## config.mk

```make
export PLATFORM = sky130hd
export DESIGN_NAME = execute_stage
export DESIGN_NICKNAME = d
export VERILOG_FILES = /design/src/rtl/execute_stage.sv
export SDC_FILE = /design/constraint.sdc
export NUM_CORES = 1
export LEC_CHECK = 0
export ABC_CLOCK_PERIOD_IN_PS = 5500
export CAP_MARGIN = 25
export CELL_PAD_IN_SITES_DETAIL_PLACEMENT = 1
export CELL_PAD_IN_SITES_GLOBAL_PLACEMENT = 1
export CORE_ASPECT_RATIO = 1.5
export CORE_MARGIN = 2
export CORE_UTILIZATION = 36
export DETAILED_ROUTE_END_ITERATION = 12
export HOLD_SLACK_MARGIN = 0.05
export PLACE_DENSITY = 0.82
export SYNTH_ARGS = -nofsm -noshare
export SYNTH_HDL_FRONTEND = slang
export SYNTH_SLANG_ARGS = --single-unit
```

## constraint.sdc

```tcl
create_clock -name i_clk -period 5.5 [get_ports i_clk]
set_input_delay 0.55 -clock i_clk [delete_from_list [all_inputs] [get_ports i_clk]]
set_output_delay 0.55 -clock i_clk [all_outputs]
set_load 0.1 [all_outputs]
```

## src/rtl/execute_stage.sv

```systemverilog
// ---------------------------------------------------------------------------
// execute_stage
// Pipeline EX stage: operand forwarding from MA/WB, a single-cycle ALU, and a
// registered EX/MA output bundle (address/result, store data, control, rd).
// Optional build macro EXECUTE_MULDIV_EN adds an iterative unsigned multiplier
// (shift-add) and divider (restoring) behind an IDLE/BUSY/DONE FSM that stalls
// the upstream pipeline.  Without the macro, ops 12/13 produce 0 in one cycle
// and o_stall is tied low.
// ---------------------------------------------------------------------------
module execute_stage #(
    parameter int NB_DATA           = 32,
    parameter int NB_ADDR_REGISTERS = 5,
    parameter int NB_CONTROL_MA_WB  = 7
) (
    input  logic                         i_clk,
    input  logic                         i_reset,
    input  logic                         i_clk_en,
    input  logic                         i_valid,
    input  logic [NB_DATA-1:0]           i_rs_data,
    input  logic [NB_DATA-1:0]           i_rt_data,
    input  logic [NB_DATA-1:0]           i_imm,
    input  logic [NB_ADDR_REGISTERS-1:0] i_rs_num,
    input  logic [NB_ADDR_REGISTERS-1:0] i_rt_num,
    input  logic [NB_ADDR_REGISTERS-1:0] i_rd_num,
    input  logic [3:0]                   i_alu_op,
    input  logic                         i_alu_src,
    input  logic [NB_CONTROL_MA_WB-1:0]  i_control_ma_wb,
    input  logic [NB_ADDR_REGISTERS-1:0] i_ma_rd_num,
    input  logic                         i_ma_ctl_reg_write,
    input  logic [NB_DATA-1:0]           i_ma_rd_data,
    input  logic [NB_ADDR_REGISTERS-1:0] i_wb_rd_num,
    input  logic                         i_wb_ctl_reg_write,
    input  logic [NB_DATA-1:0]           i_wb_rd_data,
    output logic [NB_DATA-1:0]           o_mem_addr,
    output logic [NB_DATA-1:0]           o_mem_data,
    output logic [NB_CONTROL_MA_WB-1:0]  o_control_ma_wb,
    output logic [NB_ADDR_REGISTERS-1:0] o_rd_num,
    output logic                         o_stall
);

    localparam logic [3:0] OP_ADD  = 4'd0;
    localparam logic [3:0] OP_SUB  = 4'd1;
    localparam logic [3:0] OP_AND  = 4'd2;
    localparam logic [3:0] OP_OR   = 4'd3;
    localparam logic [3:0] OP_XOR  = 4'd4;
    localparam logic [3:0] OP_NOR  = 4'd5;
    localparam logic [3:0] OP_SLT  = 4'd6;
    localparam logic [3:0] OP_SLTU = 4'd7;
    localparam logic [3:0] OP_SLL  = 4'd8;
    localparam logic [3:0] OP_SRL  = 4'd9;
    localparam logic [3:0] OP_SRA  = 4'd10;
    localparam logic [3:0] OP_LUI  = 4'd11;
    localparam logic [3:0] OP_MUL  = 4'd12;
    localparam logic [3:0] OP_DIVU = 4'd13;

    logic [NB_DATA-1:0]           w_rs_fwd;
    logic [NB_DATA-1:0]           w_rt_fwd;
    logic [NB_DATA-1:0]           w_op_a;
    logic [NB_DATA-1:0]           w_op_b;
    logic [4:0]                   w_shamt;
    logic [NB_DATA-1:0]           w_alu_result;

    // Multi-cycle unit view seen by the output register.
    logic                         w_stall;
    logic                         w_done;
    logic [NB_DATA-1:0]           w_md_result;
    logic [NB_DATA-1:0]           w_md_rt;
    logic [NB_CONTROL_MA_WB-1:0]  w_md_ctl;
    logic [NB_ADDR_REGISTERS-1:0] w_md_rd;

    // Forwarding mux for rs: the younger MA result beats WB; r0 never forwards.
    // NOTE: every combinational output gets a default first so no path can infer a latch.
    always_comb begin
        w_rs_fwd = i_rs_data;
        if (i_ma_ctl_reg_write && (i_ma_rd_num != '0) && (i_ma_rd_num == i_rs_num))
            w_rs_fwd = i_ma_rd_data;
        else if (i_wb_ctl_reg_write && (i_wb_rd_num != '0) && (i_wb_rd_num == i_rs_num))
            w_rs_fwd = i_wb_rd_data;
    end

    // Forwarding mux for rt, same priority as rs.
    always_comb begin
        w_rt_fwd = i_rt_data;
        if (i_ma_ctl_reg_write && (i_ma_rd_num != '0) && (i_ma_rd_num == i_rt_num))
            w_rt_fwd = i_ma_rd_data;
        else if (i_wb_ctl_reg_write && (i_wb_rd_num != '0) && (i_wb_rd_num == i_rt_num))
            w_rt_fwd = i_wb_rd_data;
    end

    assign w_op_a  = w_rs_fwd;
    assign w_op_b  = i_alu_src ? i_imm : w_rt_fwd;
    assign w_shamt = w_op_a[4:0];

    // Single-cycle ALU; multi-cycle opcodes and the unused codes yield 0 here.
    always_comb begin
        w_alu_result = '0;
        case (i_alu_op)
            OP_ADD:  w_alu_result = w_op_a + w_op_b;
            OP_SUB:  w_alu_result = w_op_a - w_op_b;
            OP_AND:  w_alu_result = w_op_a & w_op_b;
            OP_OR:   w_alu_result = w_op_a | w_op_b;
            OP_XOR:  w_alu_result = w_op_a ^ w_op_b;
            OP_NOR:  w_alu_result = ~(w_op_a | w_op_b);
            OP_SLT:  w_alu_result = {{(NB_DATA-1){1'b0}}, ($signed(w_op_a) < $signed(w_op_b))};
            OP_SLTU: w_alu_result = {{(NB_DATA-1){1'b0}}, (w_op_a < w_op_b)};
            OP_SLL:  w_alu_result = w_op_b << w_shamt;
            OP_SRL:  w_alu_result = w_op_b >> w_shamt;
            OP_SRA:  w_alu_result = $signed(w_op_b) >>> w_shamt;
            OP_LUI:  w_alu_result = w_op_b << 16;
            default: w_alu_result = '0;
        endcase
    end

`ifdef EXECUTE_MULDIV_EN
    typedef enum logic [1:0] {
        ST_IDLE = 2'd0,
        ST_BUSY = 2'd1,
        ST_DONE = 2'd2
    } state_t;

    state_t                       r_state;
    state_t                       w_state_next;
    logic [4:0]                   r_count;
    logic                         r_is_div;
    logic [NB_DATA-1:0]           r_md_a;    // multiplicand / quotient-dividend shifter
    logic [NB_DATA-1:0]           r_md_b;    // multiplier shifter / divisor
    logic [NB_DATA-1:0]           r_md_acc;  // product accumulator / partial remainder
    logic [NB_DATA-1:0]           r_md_rt;
    logic [NB_CONTROL_MA_WB-1:0]  r_md_ctl;
    logic [NB_ADDR_REGISTERS-1:0] r_md_rd;
    logic                         w_md_start;
    logic [NB_DATA:0]             w_div_rem_shift;
    logic                         w_div_ge;
    logic [NB_DATA-1:0]           w_div_diff;

    assign w_md_start = i_valid && ((i_alu_op == OP_MUL) || (i_alu_op == OP_DIVU));

    // Restoring-divide step: shift in the next dividend bit, subtract if it fits.
    // A zero divisor always "fits", so the quotient saturates to all ones.
    assign w_div_rem_shift = {r_md_acc, r_md_a[NB_DATA-1]};
    assign w_div_ge        = (w_div_rem_shift >= {1'b0, r_md_b});
    assign w_div_diff      = w_div_rem_shift[NB_DATA-1:0] - r_md_b;

    // FSM state register; only pipeline-advance cycles move the machine.
    always_ff @(posedge i_clk) begin
        if (i_reset)
            r_state <= ST_IDLE;
        else if (i_clk_en)
            r_state <= w_state_next;
    end

    // FSM next state and stall request.
    always_comb begin
        w_state_next = r_state;
        w_stall      = 1'b0;
        w_done       = 1'b0;
        case (r_state)
            ST_IDLE: begin
                if (w_md_start) begin
                    w_stall      = 1'b1;
                    w_state_next = ST_BUSY;
                end
            end
            ST_BUSY: begin
                w_stall = 1'b1;
                if (r_count == 5'd31)
                    w_state_next = ST_DONE;
            end
            ST_DONE: begin
                w_done       = 1'b1;
                w_state_next = ST_IDLE;
            end
            default: w_state_next = ST_IDLE;
        endcase
    end

    // Operand latch and one multiply/divide iteration per enabled BUSY cycle.
    // NOTE: these working registers are cleared on reset so an aborted operation leaves no residue.
    always_ff @(posedge i_clk) begin
        if (i_reset) begin
            r_count  <= '0;
            r_is_div <= 1'b0;
            r_md_a   <= '0;
            r_md_b   <= '0;
            r_md_acc <= '0;
            r_md_rt  <= '0;
            r_md_ctl <= '0;
            r_md_rd  <= '0;
        end else if (i_clk_en) begin
            case (r_state)
                ST_IDLE: begin
                    if (w_md_start) begin
                        r_count  <= '0;
                        r_is_div <= (i_alu_op == OP_DIVU);
                        r_md_a   <= w_op_a;
                        r_md_b   <= w_op_b;
                        r_md_acc <= '0;
                        r_md_rt  <= w_rt_fwd;
                        r_md_ctl <= i_control_ma_wb;
                        r_md_rd  <= i_rd_num;
                    end
                end
                ST_BUSY: begin
                    r_count <= r_count + 5'd1;
                    if (r_is_div) begin
                        r_md_a   <= {r_md_a[NB_DATA-2:0], w_div_ge};
                        r_md_acc <= w_div_ge ? w_div_diff : w_div_rem_shift[NB_DATA-1:0];
                    end else begin
                        if (r_md_b[0])
                            r_md_acc <= r_md_acc + r_md_a;
                        r_md_a <= r_md_a << 1;
                        r_md_b <= r_md_b >> 1;
                    end
                end
                default: ;
            endcase
        end
    end

    assign w_md_result = r_is_div ? r_md_a : r_md_acc;
    assign w_md_rt     = r_md_rt;
    assign w_md_ctl    = r_md_ctl;
    assign w_md_rd     = r_md_rd;
    assign o_stall     = w_stall & ~i_reset;
`else
    assign w_stall     = 1'b0;
    assign w_done      = 1'b0;
    assign w_md_result = '0;
    assign w_md_rt     = '0;
    assign w_md_ctl    = '0;
    assign w_md_rd     = '0;
    assign o_stall     = 1'b0;
`endif

    // EX/MA output register: bubbles while stalled or invalid, multi-cycle result in DONE.
    // NOTE: sequential state uses non-blocking assignments so all flops update from pre-edge values.
    always_ff @(posedge i_clk) begin
        if (i_reset) begin
            o_mem_addr      <= '0;
            o_mem_data      <= '0;
            o_control_ma_wb <= '0;
            o_rd_num        <= '0;
        end else if (i_clk_en) begin
            if (w_done) begin
                o_mem_addr      <= w_md_result;
                o_mem_data      <= w_md_rt;
                o_control_ma_wb <= w_md_ctl;
                o_rd_num        <= w_md_rd;
            end else begin
                o_mem_addr      <= w_alu_result;
                o_mem_data      <= w_rt_fwd;
                o_control_ma_wb <= (i_valid && !w_stall) ? i_control_ma_wb : '0;
                o_rd_num        <= i_rd_num;
            end
        end
    end

endmodule

```

==> summary.txt <==
Clock Tree Root: clkbuf_16
cell mode on critical path: buf_4
reg2reg start: o_mem_addr[28]
max_cap viols: 0
Die H: 256 µm
1st-iter DRT viols: 2,818
setup violators final: 5
register bit total from synthesis: 76
final wirelength: 118 mm
Peak Freq: 180 MHz
I/O pins: 280
Ys Warns: 0
vias in the first global route: 24,208
CP Depth: 24
sequential share of the synthesized area: 9.97%
most frequent cells after synthesis: 226 x nand2_1, 220 x mux2i_1, 170 x nor2_1
Worst Reg2Reg Path Length in Cells: 8
power per cell area: 202 nW/µm²
Clock Latency Late Sink: 380 ps
antenna-violating nets left: 0
post-synth cell types: 91
largest net degree at the start of global routing: 65
slew margin rel.: 25.5%
Layout area overhead: 55.4%
Worst setup EP type: register
CP Cell Sequence: clkdlybuf4s50_1, xor2_1, buf_4, nor3_4, nand4_1, a31oi_4, buf_6, mux2i_1, buf_4, inv_4, ha_4, inv_1, fa_2, a21o_1, a2111oi_4, buf_4, o31a_1, a211oi_4, nor4_4, o31ai_2, o31a_1, buf_4, or4_4, a41oi_2
final core occ: 56.6%
DP Worst Slack: -1400 ps
CP Launch Point: i_wb_rd_num[4]
Synth top area share: 14.4%
main flop type after synthesis: dfxtp_1
I/O Buffers: 278
clk_skew: 0 ps
ys async rst share: 0%
CTS buffer count: 9
crit path kind: input port to register
area leader, netlist: mux2i_1
status: complete, but fails checks
VDD IR max: 0.140 mV
syn_nets: 2,470
Slowest-stage cell, CP: clkdlybuf4s50_1
via count: 23,675
routed vias/inst: 6.90
setup_tns: -120 ps
H-tree depth: 3
crit share post-route: 101%
# hold bufs at CTS: 0
most frequent cell after synthesis: nand2_1
TritonRoute pass-1 iters: 6
critical path fanouts, max: 3
Synth Area per Inst: 7.04 µm²
violated checks: negative setup slack
CP Buf/Inv Count: 8
PnR worst setup slack: -59.5 ps
flop-to-flop setup slack: 3120 ps
initial antenna violation count: 7
Sink Count: 76
num rows: 92
width of the chip: 172 µm
first-pass GRT wire length: 164 mm
synthesized cell area: 15,300 µm²
Final nets: 3,157
Post-Synthesis Cells: 2,167
Leakage: 10.1 nW
worst r2r dst: o_mem_addr[28]
CP top delay family: compound AO/OA/AOI/OAI gates
number of enable flip-flop cells after synthesis: 0
startpoint types: input port
Final Critical Period: 5560 ps
Routed WL per cell: 34.2 µm
Max Slew Vio Count: 0
clock buffer depth: 2
Hold Violations, Final: 0
DRC Markers: 0
HP Start: o_mem_addr[2]
CTS tree: done
GRT Total Usage: 51.2%
ranking of synthesized cells by area: mux2i_1 14%, dfxtp_1 10%, ha_1 8.0%
Initial Util: 36.4%
RD Place Congestion: 1.12
Worst path max stage delay: 490 ps
core area: 41,900 µm²
arrival time worst endpoint: 5890 ps
Worst Hold Depth: 1
Hold WC Path Type: register to register
worst-margin pin slew: 1110 ps
Reg clk slew, reported paths: 100 ps
grt total ovfl: 0
critical path required time: 5830 ps
dpl hpwl: 89.7 mm
die footprint: 44,100 µm²
Hold EP: o_mem_addr[2]
share of layout cells above drive strength 1: 27.2%
[layer usage]
metal | up-vias | global-route usage (%) | wire length (µm) | part of all wire [%]
met5 | - | 0 | 17 | 0.014
met4 | 2 | 50.4 | 15900 | 14
met3 | 835 | 15.0 | 11300 | 9.6
met2 | 1833 | 80.8 | 51600 | 44
met1 | 11371 | 52.7 | 38600 | 33
li1 | 9634 | - | - | -
[repair_timing]
item	CTS	global route
resized for setup	86	110
endpoints found under the hold margin	0	0
endpoints found under the setup margin	23	26
buffers inserted	7	23
pin swaps	18	41
[cell families (layout without fill, tap and decap cells)]
group,Yosys count,after routing,synth area share (%)
simple gates,680,680,20.6
fa+ha+maj,100,100,8.30
compound gates,747,747,33.7
xor+xnor,31,31,1.78
flops,76,76,9.97
other cells,1,10,0.0246
mux,255,255,18.0
buf+inv,277,969,7.63
[flip-flops by register name (all words and copies together), names as in the netlist]
| signal | flops |
|---|---|
| o_control_ma_wb | 7 |
| o_mem_addr | 32 |
| o_rd_num | 5 |
| o_mem_data | 32 |
[how the worst max path moves through the flow]
stage | to
after detailed placement | o_mem_addr[22]
after floorplan | o_mem_addr[0]
after CTS | o_mem_addr[22]
final | o_mem_addr[0]
after global placement | o_mem_addr[22]
after global routing | o_mem_addr[0]
[worst reg2reg max path, delay by kind of cell, from the launching register on]
kind	cells	cell delay [ps]
buf+inv	1	220
compound gates	6	1510
flops	1	370
simple gates	1	130
[cells in the final DEF (no fill, tap or decap), types with 13 or more instances in the layout]
master,Yosys,final
a31oi_2,2,15
nor2b_1,23,22
clkdlybuf4s50_1,0,263
o31ai_1,49,38
o22ai_1,22,21
o221ai_1,32,32
inv_1,94,93
buf_6,2,15
nor2_1,170,163
nand2b_1,14,14
dfxtp_1,76,76
a21oi_1,166,157
a221o_1,14,14
xnor2_1,23,18
a31oi_1,65,47
nand4_1,46,46
buf_4,12,548
o21ai_1,4,18
a211oi_1,25,23
nand3_1,51,49
mux2_2,21,21
nor3_1,76,69
a21o_1,15,15
o21ai_0,116,98
a221oi_1,30,28
mux4_2,13,13
mux2i_1,220,217
a22oi_1,37,36
o211ai_1,25,25
nand2_1,226,225
dlymetal6s2s_1,0,13
ha_1,98,87
[metrics by stage]
| stage | cell area, µm² | power, mW | cells | hold slack [ps] |
|---|---|---|---|---|
| after detailed placement | 22300 | 3.72 | 3379 | 469 |
| final | 23700 | 4.79 | 3432 | 489 |
| after global placement | 22100 | 3.64 | 3374 | 462 |
| after floorplan | 15300 | 2.16 | 2167 | 694 |
| after global routing | 23700 | 4.89 | 3424 | 504 |
| after CTS | 23000 | 4.51 | 3401 | 490 |
[area by class of cell]
class,count,area [µm²]
multi-input cells,1814,13400
clock buffers,9,225
repair buffers,854,7390
inverters,99,374
well taps,564,706
flip-flops and latches,76,1520
fillers,5219,18200
clock inverters,7,91.3
diodes,9,22.5
[power breakdown]
| part | switching (mW) | internal [mW] |
|---|---|---|
| Clock | 0.349 | 0.398 |
| Sequential | 0.0333 | 0.587 |
| Combinational | 2.09 | 1.33 |
| Total | 2.48 | 2.31 |
Note: power is estimated with default switching activity, not from simulation.
==> patch 1, RTL diff (same settings) <==
The parameter `NB_DATA` goes from 32 to 48.
--- a/src/rtl/execute_stage.sv
+++ b/src/rtl/execute_stage.sv
@@ -8,7 +8,7 @@
 // and o_stall is tied low.
 // ---------------------------------------------------------------------------
 module execute_stage #(
-    parameter int NB_DATA           = 32,
+    parameter int NB_DATA           = 48,
     parameter int NB_ADDR_REGISTERS = 5,
     parameter int NB_CONTROL_MA_WB  = 7
 ) (
Ports: changed (7 resized); port bits go from 280 to 392. The function was not compared with the original's and may differ.
==> patch 1 against the unedited design <==
The run now fails in global routing. Synthesized area up 41%. Synthesized cell count is 42% higher.
==> patch 1: results (changes against the unedited design) <==
metric	value	unit	change
Last stage	global routing		
total CTS buffers	9		unchanged
Adder-Cell Fraction of Synth Area	0.0909		+0.00785
Placement Setup Slack	-1060	ps	+334 ps
sequential share of the synthesized area	0.101		+0.000777
syn avg cell area	6.98	um^2	-0.89%
Max Buffers Root-to-Sink	2		unchanged
IO Port Bufs	390		+40%
mux share of post-synthesis cell area	0.128		-0.0519
syn nets	3521		+43%
Primary FF master, synth	dfxtp_1		
ranking of synthesized cells by area	mux2i_1, dfxtp_1, ha_1		
Compound-Gate Fraction of Synth Area	0.382		+0.0445
largest net degree at the start of global routing	78		
root buffer cell	clkbuf_16		
post-synth cell types	102		+12%
H-tree levels	3		unchanged
tool error	[ERROR GRT-0232] Routing congestion too high. Check the congestion heatmap in the GUI.		
xor/xnor share of the synthesized area	0.0171		-0.000697
synth cell count leaders	nor2_1, a21oi_1, nand2_1		
Yosys Warn Count	0		unchanged
fraction of registers with async set/reset	0		unchanged
status	did not finish		
total grt overflow	19		
Seq cells post-synth	108		+42%
dpl hpwl	139000	um	+54%
GPL Wtd Cong	1.09		-2.7%
Total GRT Usage	0.674		
Placed Cells	4848		+43%
patch 1: cell types whose count changed after synthesis, sizes merged, moves of 32 or more:
cell	change
ha	+55
a311oi	+46
inv	+52
a21oi	+103
dfxtp	+32
clkbuf	+64
a211oi	+32
nor3	+38
nor2	+112
o21ai	+68
patch 1: timing repair:
action	CTS
gates resized for setup	182
pin swaps	45
cloned	5
hold buffers	0
setup endpoints to repair	38
setup buffers	41
patch 1: logic make-up after synthesis:
group                    after synthesis
AO/OA/AOI/OAI                       1174
buffers and inverters                415
adder cells (fa/ha/maj)              155
multiplexers                         266
AND/OR/NAND/NOR                      922
XOR/XNOR                              42
other                                  1
flip-flops                           108
patch 1: per-stage QoR:
stage	instance area (um^2)	hold WS (ps)
4_1_cts	33600	471
3_3_place_gp	32000	453
2_1_floorplan	21500	694
3_5_place_dp	32000	468
patch 1: layer usage:
metal  GRT usage  GRT overflow
met4       0.761             9
met5      0.0318             0
met1       0.654             0
met2       0.918            10
met3       0.418             0
==> patch 2, RTL diff (same flow settings) <==
Without the edit above. Remove the case item `OP_SUB` of the case on `i_alu_op`.
--- a/src/rtl/execute_stage.sv
+++ b/src/rtl/execute_stage.sv
@@ -96,7 +96,6 @@
         w_alu_result = '0;
         case (i_alu_op)
             OP_ADD:  w_alu_result = w_op_a + w_op_b;
-            OP_SUB:  w_alu_result = w_op_a - w_op_b;
             OP_AND:  w_alu_result = w_op_a & w_op_b;
             OP_OR:   w_alu_result = w_op_a | w_op_b;
             OP_XOR:  w_alu_result = w_op_a ^ w_op_b;
Formal check against the unedited RTL: not equivalent (Yosys sat finds a counterexample within 4 cycles, from zero or initial values and one cycle with i_reset high).
==> patch 2 against the unedited design <==
Critical path depth shrank 6. Final area shrank 22%. Wire length shrank 20%. Utilization shrank 5.7 points. Fmax grew 3.9%. Total power shrank 20%. Setup slack gained 210 ps. Largest cell class unchanged. Synthesized area shrank 13%. Sequential cell count is the same. Synthesized cell count shrank 13%. Combinational power shrank 27%. Global-route usage shrank 2.8 points. Critical path type unchanged. Highest routed layer unchanged.
==> patch 2: results (changes against the unedited design) <==
metric	value	unit	change
status	finished clean		
dpl hpwl	74600	um	-17%
mux share of post-synthesis cell area	0.169		-0.0106
M1 WL	31400	um	-19%
worst vdd ir	0.152	mV	+8.4%
met2 routed WL	42800	um	-17%
RR Endpoint	o_mem_addr[17]		
xor/xnor share of the synthesized area	0.0231		+0.00534
met2 Track Usage GR	0.786		-0.0220
via total after detailed routing	18636		-21%
met1 Resource Use GR	0.486		-0.0409
HP Start	o_rd_num[0]		
ranking of synthesized cells by area	mux2i_1, dfxtp_1, ha_1		
Post-Synthesis Cells	1887		-13%
Compound-Gate Fraction of Synth Area	0.320		-0.0177
first-pass GRT wire length	135000	um	-18%
nets@finish	2603		-18%
Placement Setup Slack	-286	ps	+1110 ps
worst slew pin tran	1210	ps	+96.7 ps
antenna violations before repair	17		+10
synth cell count leaders	mux2i_1, nand2_1, nor2_1		
M3 GR Usage	0.157		+0.00673
share of layout cells above drive strength 1	0.151		-0.121
Total GRT Usage	0.484		-0.0282
Slowest-stage cell, CP	o21ai_0		
WL met3	8880	um	-21%
Worst Hold Depth	2		+1
dpl cell area	18100	um^2	-19%
Placed Cells	2765		-18%
post-synth cell types	98		+7.7%
GPL Wtd Cong	1.13		+1.1%
largest fanout on the critical path	42		+39
Hold Path Sink	o_rd_num[0]		
Adder-Cell Fraction of Synth Area	0.0950		+0.0120
WP data arrival	5560	ps	-330 ps
clk slew on worst S/H paths	80	ps	-20 ps
Reg2Reg Depth	6		-2
Routed WL	94000	um	-20%
reg-to-reg setup timing slack	2680	ps	-440 ps
worst skew pair latency	380	ps	about the same
Worst R2R Start	o_mem_addr[17]		
fill cell count	4562		-13%
Leak	7.71	nW	-24%
via density per instance	6.66		-3.5%
drt initial violations	2018		-28%
## patch 2: changes by cell type after synthesis, moves of 15 or more
cell / change
o221ai_1: -21
nand2_1: -36
a22oi_1: -15
o31ai_1: -39
o21ai_0: +21
inv_1: +27
a311oi_1: +23
nand4_1: -34
a21oi_1: -27
a31oi_1: -37
## patch 2: report_power, final
part	switching, mW	total, mW	internal [mW]
Sequential	0.0335	0.617	0.583
Clock	0.348	0.710	0.362
Combinational	1.61	2.50	0.893
Total	1.99	3.83	1.84
## patch 2: worst max path at each step
stage / cells after the start / slack [ps] / start / endpoint
5_1_grt: 18 / 30 / i_wb_rd_num[2] / o_mem_addr[27]
2_1_floorplan: 20 / 400 / i_wb_rd_num[2] / o_mem_addr[28]
3_5_place_dp: 18 / -290 / i_ma_rd_num[2] / o_mem_addr[18]
4_1_cts: 18 / 60 / i_ma_rd_num[2] / o_mem_addr[18]
3_3_place_gp: 18 / -180 / i_wb_rd_num[3] / o_mem_addr[18]
6_report: 18 / 150 / i_wb_rd_num[3] / o_mem_addr[17]
## patch 2: worst reg2reg max path: cells and delay by family, from the launching register on
family	cells	cell delay [ps]
AO/OA/AOI/OAI	4	1760
buffers and inverters	1	240
flip-flops	1	420
AND/OR/NAND/NOR	1	220
## patch 2: timing repair
| action | 4_1_cts | 5_1_grt |
|---|---|---|
| resized for setup | 0 | 6 |
| buffers inserted | 0 | 4 |
| hold endpoints to repair | 0 | 0 |
| endpoints found under the setup margin | 0 | 9 |
## patch 2: layout make-up
class	count	area, um^2	area share
multi-input cells	1543	10700	0.576
repair buffers	547	4950	0.267
flip-flops and latches	76	1520	0.0819
well taps	484	606	0.0326
inverters	123	462	0.0249
clock buffers	9	225	0.0121
clock inverters	7	81.3	0.00438
diodes	11	27.5	0.00148
